`config.mk`:
```
export PLATFORM = sky130hd
export DESIGN_NAME = mscan_n1e_flat
export DESIGN_NICKNAME = d
export VERILOG_FILES = /design/src/rtl/mscan_n1e_if.sv /design/src/rtl/mscan_n1e.sv /design/src/flat_wrapper.sv
export SDC_FILE = /design/constraint.sdc
export NUM_CORES = 1
export LEC_CHECK = 0
export BUFFER_PORTS_ARGS = -buffer_cell sky130_fd_sc_hd__buf_2
export CORE_ASPECT_RATIO = 0.8
export CORE_MARGIN = 2
export CORE_UTILIZATION = 47
export CTS_CLUSTER_DIAMETER = 30
export DETAILED_ROUTE_END_ITERATION = 12
export GPL_ROUTABILITY_DRIVEN = 0
export MAX_ROUTING_LAYER = met4
export PLACE_DENSITY = 0.75
export SYNTH_ARGS = -nofsm -noshare
export SYNTH_HDL_FRONTEND = slang
export SYNTH_SLANG_ARGS = --single-unit
```
`constraint.sdc`:
```
create_clock -name C -period 3.8 [get_ports C]
set_input_delay 0.19 -clock C [delete_from_list [all_inputs] [get_ports C]]
set_output_delay 0.19 -clock C [all_outputs]
set_load 0.05 [all_outputs]
```
`src/rtl/mscan_n1e_if.sv`:
```
// rtl/mscan_n1e_if.sv - capture controls, channel data and output handshake bundle for mscan_n1e
//
// Purpose : groups every non-clock, non-reset signal of the mscan_n1e
//           channel scanner so that producer and consumer connect through
//           a single port.
// Signals : CE     capture clock enable
//           E      data enable (0 captures an all-zero word)
//           MODE   0 = direct select, 1 = masked round-robin scan
//           S      direct-mode channel select
//           MASK   scan-mode channel enables, bit i enables channel i
//           D      packed channel data, channel i at D[i*W +: W]
//           O      registered output word
//           O_VLD  O holds a word not yet accepted
//           O_RDY  downstream accept
//           CH     channel index that produced O
//           WRAP   marks the first word of a scan round
// Modports: master drives the controls and data and accepts the output;
//           slave is the scanner itself.

interface mscan_n1e_if #(
   parameter int W  = 16,
   parameter int N  = 8,
   parameter int SW = 3
);
   logic          CE;
   logic          E;
   logic          MODE;
   logic [SW-1:0] S;
   logic [N-1:0]  MASK;
   logic [N*W-1:0] D;
   logic [W-1:0]  O;
   logic          O_VLD;
   logic          O_RDY;
   logic [SW-1:0] CH;
   logic          WRAP;

   modport master (
      output CE, E, MODE, S, MASK, D, O_RDY,
      input  O, O_VLD, CH, WRAP
   );

   modport slave (
      input  CE, E, MODE, S, MASK, D, O_RDY,
      output O, O_VLD, CH, WRAP
   );
endinterface

```
`src/rtl/mscan_n1e.sv`:
```
// rtl/mscan_n1e.sv - N-channel capture mux with direct select and masked round-robin scan
//
// Purpose : each accepted cycle captures one channel word from D into a
//           registered output with a valid/ready handshake. In direct mode
//           the channel is S; in scan mode the enabled channels of MASK are
//           visited round-robin starting from an internal pointer.
// Ports   : C    clock, rising edge
//           CLR  asynchronous active-high reset
//           bus  mscan_n1e_if slave modport (controls, data, output handshake)
// Params  : W data width per channel, N channel count, SW = ceil(log2(N)).

module mscan_n1e #(
   parameter int W  = 16,
   parameter int N  = 8,
   parameter int SW = 3
) (
   input logic        C,
   input logic        CLR,
   mscan_n1e_if.slave bus
);

   // registered state
   logic [W-1:0]  o_q,         o_d;
   logic          o_vld_q,     o_vld_d;
   logic [SW-1:0] ch_q,        ch_d;
   logic          wrap_q,      wrap_d;
   logic [SW-1:0] ptr_q,       ptr_d;
   logic [SW-1:0] last_q,      last_d;
   logic          first_q,     first_d;
   logic          mode_prev_q, mode_prev_d;

   // combinational helpers
   logic [W-1:0]  ch_word [N];
   logic          mode_chg;
   logic [SW-1:0] start;
   logic          scan_found;
   logic [SW-1:0] scan_idx;
   logic [SW-1:0] pos;
   logic [SW-1:0] chosen;
   logic [W-1:0]  word;
   logic          load;
   logic          first_eff;

   // unpack the channel bus into one word per channel
   for (genvar g = 0; g < N; g++) begin : g_unpack
      assign ch_word[g] = bus.D[g*W +: W];
   end

   // round-robin search over MASK starting at the effective pointer
   always_comb begin
      mode_chg   = bus.MODE ^ mode_prev_q;
      // a mode change restarts the search at channel 0 in the same cycle
      start      = mode_chg ? '0 : ptr_q;
      scan_found = 1'b0;
      scan_idx   = '0;
      pos        = '0;
      for (int k = 0; k < N; k++) begin
         pos = SW'((int'(start) + k) % N);
         if (!scan_found && bus.MASK[pos]) begin
            scan_found = 1'b1;
            scan_idx   = pos;
         end
      end
   end

   // channel choice and captured word
   always_comb begin
      word   = '0;
      chosen = bus.S;
      if (bus.MODE) begin
         chosen = scan_idx;
         word   = ch_word[scan_idx];
      end else if (int'(bus.S) < N) begin
         word = ch_word[bus.S];
      end
      // out-of-range direct selects keep the zero word but still report S
      if (!bus.E) begin
         word = '0;
      end
   end

   // an empty mask in scan mode has nothing to capture, so no load
   assign load      = bus.CE && (!o_vld_q || bus.O_RDY) && (!bus.MODE || (|bus.MASK));
   assign first_eff = first_q | mode_chg;

   // next-state
   always_comb begin
      o_d         = o_q;
      o_vld_d     = o_vld_q;
      ch_d        = ch_q;
      wrap_d      = wrap_q;
      ptr_d       = ptr_q;
      last_d      = last_q;
      first_d     = first_q;
      mode_prev_d = bus.MODE;

      if (mode_chg) begin
         ptr_d   = '0;
         first_d = 1'b1;
      end

      if (load) begin
         o_d     = word;
         ch_d    = chosen;
         o_vld_d = 1'b1;
         // a new round starts when the search has come back round to or
         // before the last channel served
         wrap_d  = bus.MODE && (first_eff || (scan_idx <= last_q));
         if (bus.MODE) begin
            ptr_d   = (int'(scan_idx) == N - 1) ? '0 : scan_idx + SW'(1);
            last_d  = scan_idx;
            first_d = 1'b0;
         end
      end else if (o_vld_q && bus.O_RDY) begin
         o_vld_d = 1'b0;
      end
   end

   always_ff @(posedge C or posedge CLR) begin
      if (CLR) begin
         o_q         <= '0;
         o_vld_q     <= 1'b0;
         ch_q        <= '0;
         wrap_q      <= 1'b0;
         ptr_q       <= '0;
         last_q      <= '0;
         first_q     <= 1'b1;
         mode_prev_q <= 1'b0;
      end else begin
         o_q         <= o_d;
         o_vld_q     <= o_vld_d;
         ch_q        <= ch_d;
         wrap_q      <= wrap_d;
         ptr_q       <= ptr_d;
         last_q      <= last_d;
         first_q     <= first_d;
         mode_prev_q <= mode_prev_d;
      end
   end

   assign bus.O     = o_q;
   assign bus.O_VLD = o_vld_q;
   assign bus.CH    = ch_q;
   assign bus.WRAP  = wrap_q;

endmodule

```
`src/flat_wrapper.sv`:
```
// flat-port wrapper written by rule: the top's interface ports become plain ports
module mscan_n1e_flat 
#(
   parameter int W  = 16,
   parameter int N  = 8,
   parameter int SW = 3
)
  (C, CLR, bus_CE, bus_E, bus_MODE, bus_S, bus_MASK, bus_D, bus_O_RDY, bus_O, bus_O_VLD, bus_CH, bus_WRAP);
  mscan_n1e_if #(.W(W), .N(N), .SW(SW)) bus_i ();
  input logic C;
  input logic CLR;
  input wire logic [$bits(bus_i.CE)-1:0] bus_CE;
  input wire logic [$bits(bus_i.E)-1:0] bus_E;
  input wire logic [$bits(bus_i.MODE)-1:0] bus_MODE;
  input wire logic [$bits(bus_i.S)-1:0] bus_S;
  input wire logic [$bits(bus_i.MASK)-1:0] bus_MASK;
  input wire logic [$bits(bus_i.D)-1:0] bus_D;
  input wire logic [$bits(bus_i.O_RDY)-1:0] bus_O_RDY;
  output wire logic [$bits(bus_i.O)-1:0] bus_O;
  output wire logic [$bits(bus_i.O_VLD)-1:0] bus_O_VLD;
  output wire logic [$bits(bus_i.CH)-1:0] bus_CH;
  output wire logic [$bits(bus_i.WRAP)-1:0] bus_WRAP;
  assign bus_i.CE = bus_CE;
  assign bus_i.E = bus_E;
  assign bus_i.MODE = bus_MODE;
  assign bus_i.S = bus_S;
  assign bus_i.MASK = bus_MASK;
  assign bus_i.D = bus_D;
  assign bus_i.O_RDY = bus_O_RDY;
  assign bus_O = bus_i.O;
  assign bus_O_VLD = bus_i.O_VLD;
  assign bus_CH = bus_i.CH;
  assign bus_WRAP = bus_i.WRAP;
  mscan_n1e #(.W(W), .N(N), .SW(SW)) u_core (.C(C), .CLR(CLR), .bus(bus_i));
endmodule
```
==> summary.txt <==
Outcome
  • Status: complete, no violations

Global routing
  • Vias in the first global route: 4842
  • Global-route wire length before repair: 23.4 mm
  • Initial antenna violation count: 0
  • Largest net degree at the start of global routing: 34
  • GR Overflow Total: 0
  • Total Routing Usage GR: 27.8%

Clock network
  • Maximum root-to-sink buffer count: 2
  • CTS tree: done
  • Worst-Skew Late Latency: 0.27 ns
  • Clk Tree Root Cell: clkbuf_16
  • Clk sinks: 29
  • Worst-path clk slew: 0.05 ns
  • H-Tree Depth: 2
  • Total CTS buffers: 5

Critical path
  • Worst-path fanout max: 17
  • Delay-heaviest family, CP: compound AO/OA/AOI/OAI gates
  • Max incr delay on CP: 0.58 ns
  • Buf/Inv on CP: 3
  • CP dominant cell by count: buf_4
  • Arrival @ worst endpoint: 3.78 ns
  • Startpoint Class: flip-flop
  • Slowest-stage cell, CP: mux4_2
  • CP Data Required Time: 3.95 ns
  • Critical path class: flip-flop to flip-flop
  • CP cell instances: xnor2_2, buf_4, nand2_4, buf_4, mux4_2, mux2i_4, nand3_4, a22oi_1, o22ai_1, o22a_4, inv_1, ha_1, a311oi_1, o31ai_1
  • Crit path capture type: flip-flop

Placed design
  • PortBufs: 165
  • Hpwl dp: 11.5 mm
  • Placed cells: 781
  • Pre-CTS setup slack: 0.0650 ns

Timing
  • Setup Total Neg Slack: 0 ns
  • Worst-margin pin slew: 0.789 ns
  • Relative slew slack: 47.4%
  • Clock skew: 0.00216 ns
  • Hold violation count in the final report: 0
  • # setup viols final: 0
  • Period utilization: 95.7%
  • Final worst slack: 0.165 ns
  • Fin crit period: 3.63 ns
  • Slew Viols, Final: 0
  • RSZ-0062 raised after global routing: false
  • Fmax: 0.275 GHz

Synth
  • Number of flops mapped to enable cells by yosys: 0
  • Cells after Synth: 500
  • Async S/R FF share, synth: 100%
  • Register area share after synthesis: 15.5%
  • Ys Warns: 0
  • Post-synth cell types: 71
  • Most used DFF post-synth: dfrtp_1
  • Synth Cell Area: 0.00468 sq mm
  • Number of synthesized register bits: 29
  • Total nets after synthesis: 651
  • Syn avg cell area: 9.37 sq um

Finish
  • Layout cells sized above 1: 44.1%
  • Layout Cells excl Fill: 793
  • Post-layout utilization of the core: 61.5%
  • Antenna diode count: 0
  • Fill count: 821
  • Area Growth Syn to Fin: 27.2%
  • Nets@finish: 807

Floorplan
  • Std-Cell Core Area: 0.00969 sq mm
  • Die width: 116 um
  • I/O pin count: 166
  • Rows: 32
  • Die area: 0.0108 sq mm
  • Initial Utilization: 48.3%
  • Die height: 93.3 um

Detailed routing
  • Pre-antenna DRT Iters: 6
  • DR iter-0 viols: 422
  • WL/cell: 19.3 um
  • Vias: 5020
  • WL final: 15.3 mm
  • Vias/cell: 6.33
  • DRT antenna net count: 0
  • # DRC: 0

Pwr
  • Maximum vdd drop: 411 uV
  • Leak pwr: 2.80 nW
  • PwrDens: 669 mW/mm^2

Flow run
  • Max-cap violations: 0

Worst hold path
  • Worst hold path type: input pin to flip-flop
-- worst paths after layout --
| kind | slack [ns] | from | endpoint | cells after the start |
|---|---|---|---|---|
| hold / removal | 0.19 | bus_O_RDY | u_core.bus.O_VLD | 3 |
| setup reg to reg | 0.17 | u_core.mode_prev_q | u_core.bus.WRAP | 14 |
| max in group asynchronous | 2.95 | CLR | u_core.first_q | 4 |
| setup / recovery | 0.17 | u_core.mode_prev_q | u_core.bus.WRAP | 14 |
| hold reg to reg | 0.49 | u_core.last_q[0] | u_core.last_q[0] | 2 |
| min in group asynchronous | 0.53 | CLR | u_core.bus.CH[2] | 4 |
-- sequential cells by signal, summed over array words and instances (netlist names) --
| name | cells |
|---|---|
| u_core.bus.O_VLD | 1 |
| u_core.last_q | 3 |
| u_core.bus.O | 16 |
| u_core.first_q | 1 |
| u_core.bus.WRAP | 1 |
| u_core.bus.CH | 3 |
| u_core.mode_prev_q | 1 |
| u_core.ptr_q | 3 |
-- final cells by class --
type / instances / area [sq um] / area share (%)
Tap cell: 136 / 170 / 2.86
Inverter: 16 / 62.6 / 1.05
Clock buffer: 6 / 139 / 2.33
Clock inverter: 2 / 37.5 / 0.630
Multi-Input combinational cell: 412 / 3740 / 62.8
Sequential cell: 29 / 729 / 12.2
Timing Repair Buffer: 192 / 1080 / 18.1
-- what timing repair did --
item,CTS,global route
buffers inserted,0,2
hold endpoints to repair,5,0
hold buffers,1,0
setup endpoints to repair,0,19
resized for setup,0,18
-- layout by cell type, fill, tap and decap left out, types with 6 or more instances in the layout --
master     instances
buf_2            165
mux2i_1           72
nand2_1           56
mux4_2            36
dfrtp_1           26
buf_4             22
o21ai_1           21
a211oi_1          19
a311oi_1          16
nor2b_1           16
o21ai_0           15
inv_1             14
mux2_2            13
a21oi_1           12
nor3_1             9
nand3_1            9
nor2_1             9
a2bb2oi_2          8
a2bb2oi_1          8
nand2b_1           6
and3_1             6
mux2_1             6
ha_1               6
clkbuf_16          6
-- kinds of logic after synthesis --
group	count (synthesis)	share of synthesized area [%]
AOI/OAI and AO/OA	135	21.8
xor gates and xnor gates	4	0.908
adders and majority gates	6	1.60
buffers and inverters	59	6.60
DFF	29	15.5
muxes	130	38.2
and+or+nand+nor	137	15.4
-- tightest hold or removal path, delay by kind of cell --
family,cells,cell delay (ns)
buf+inv,1,0.07
simple gates,2,0.15
-- cells in the mapped netlist (all sizes together) (3+ instances only) --
cell type / count / area (sq um)
clkbuf: 20 / 76.3
mux2i: 75 / 767
xnor2: 3 / 33.8
a211oi: 20 / 150
buf: 23 / 170
a21oi: 12 / 60.1
dfrtp: 28 / 701
mux4: 36 / 811
and2: 3 / 18.8
ha: 6 / 75.1
a21boi: 3 / 22.5
o21ai: 36 / 180
nand2b: 6 / 37.5
a31oi: 3 / 18.8
nand2: 58 / 228
a22oi: 3 / 22.5
o21a: 3 / 22.5
nand3: 10 / 62.6
nor2b: 16 / 100
nor4b: 3 / 38.8
and3: 6 / 37.5
nor2: 12 / 52.6
or3: 3 / 18.8
mux2: 19 / 214
inv: 16 / 62.6
a2bb2oi: 16 / 190
nor4: 3 / 18.8
nor3: 11 / 60.1
a311oi: 18 / 164
-- power breakdown --
group	switching, mW	internal, mW	total [mW]
clock network	0.145	0.327	0.472
logic	1.70	1.30	3.01
registers	0.0913	0.415	0.506
-- metrics by stage --
step	power (mW)	hold WS [ns]	instance area (sq um)
finish	3.98	0.187	5960
global route	4.21	0.219	5960
CTS	3.79	0.183	5840
detailed placement	3.31	0.290	5650
global placement	3.24	0.282	5650
floorplan	2.72	0.221	4710
-- per-layer routing --
| metal | GRT usage (%) | vias to the layer above | routed length (um) |
|---|---|---|---|
| met5 | - | - | 0 |
| met4 | 8.33 | 0 | 346 |
| met3 | 3.89 | 46 | 1090 |
| met2 | 45.2 | 253 | 7390 |
| met1 | 36.4 | 2446 | 6490 |
| li1 | - | 2275 | - |
Power figures use the tool's default switching activity.
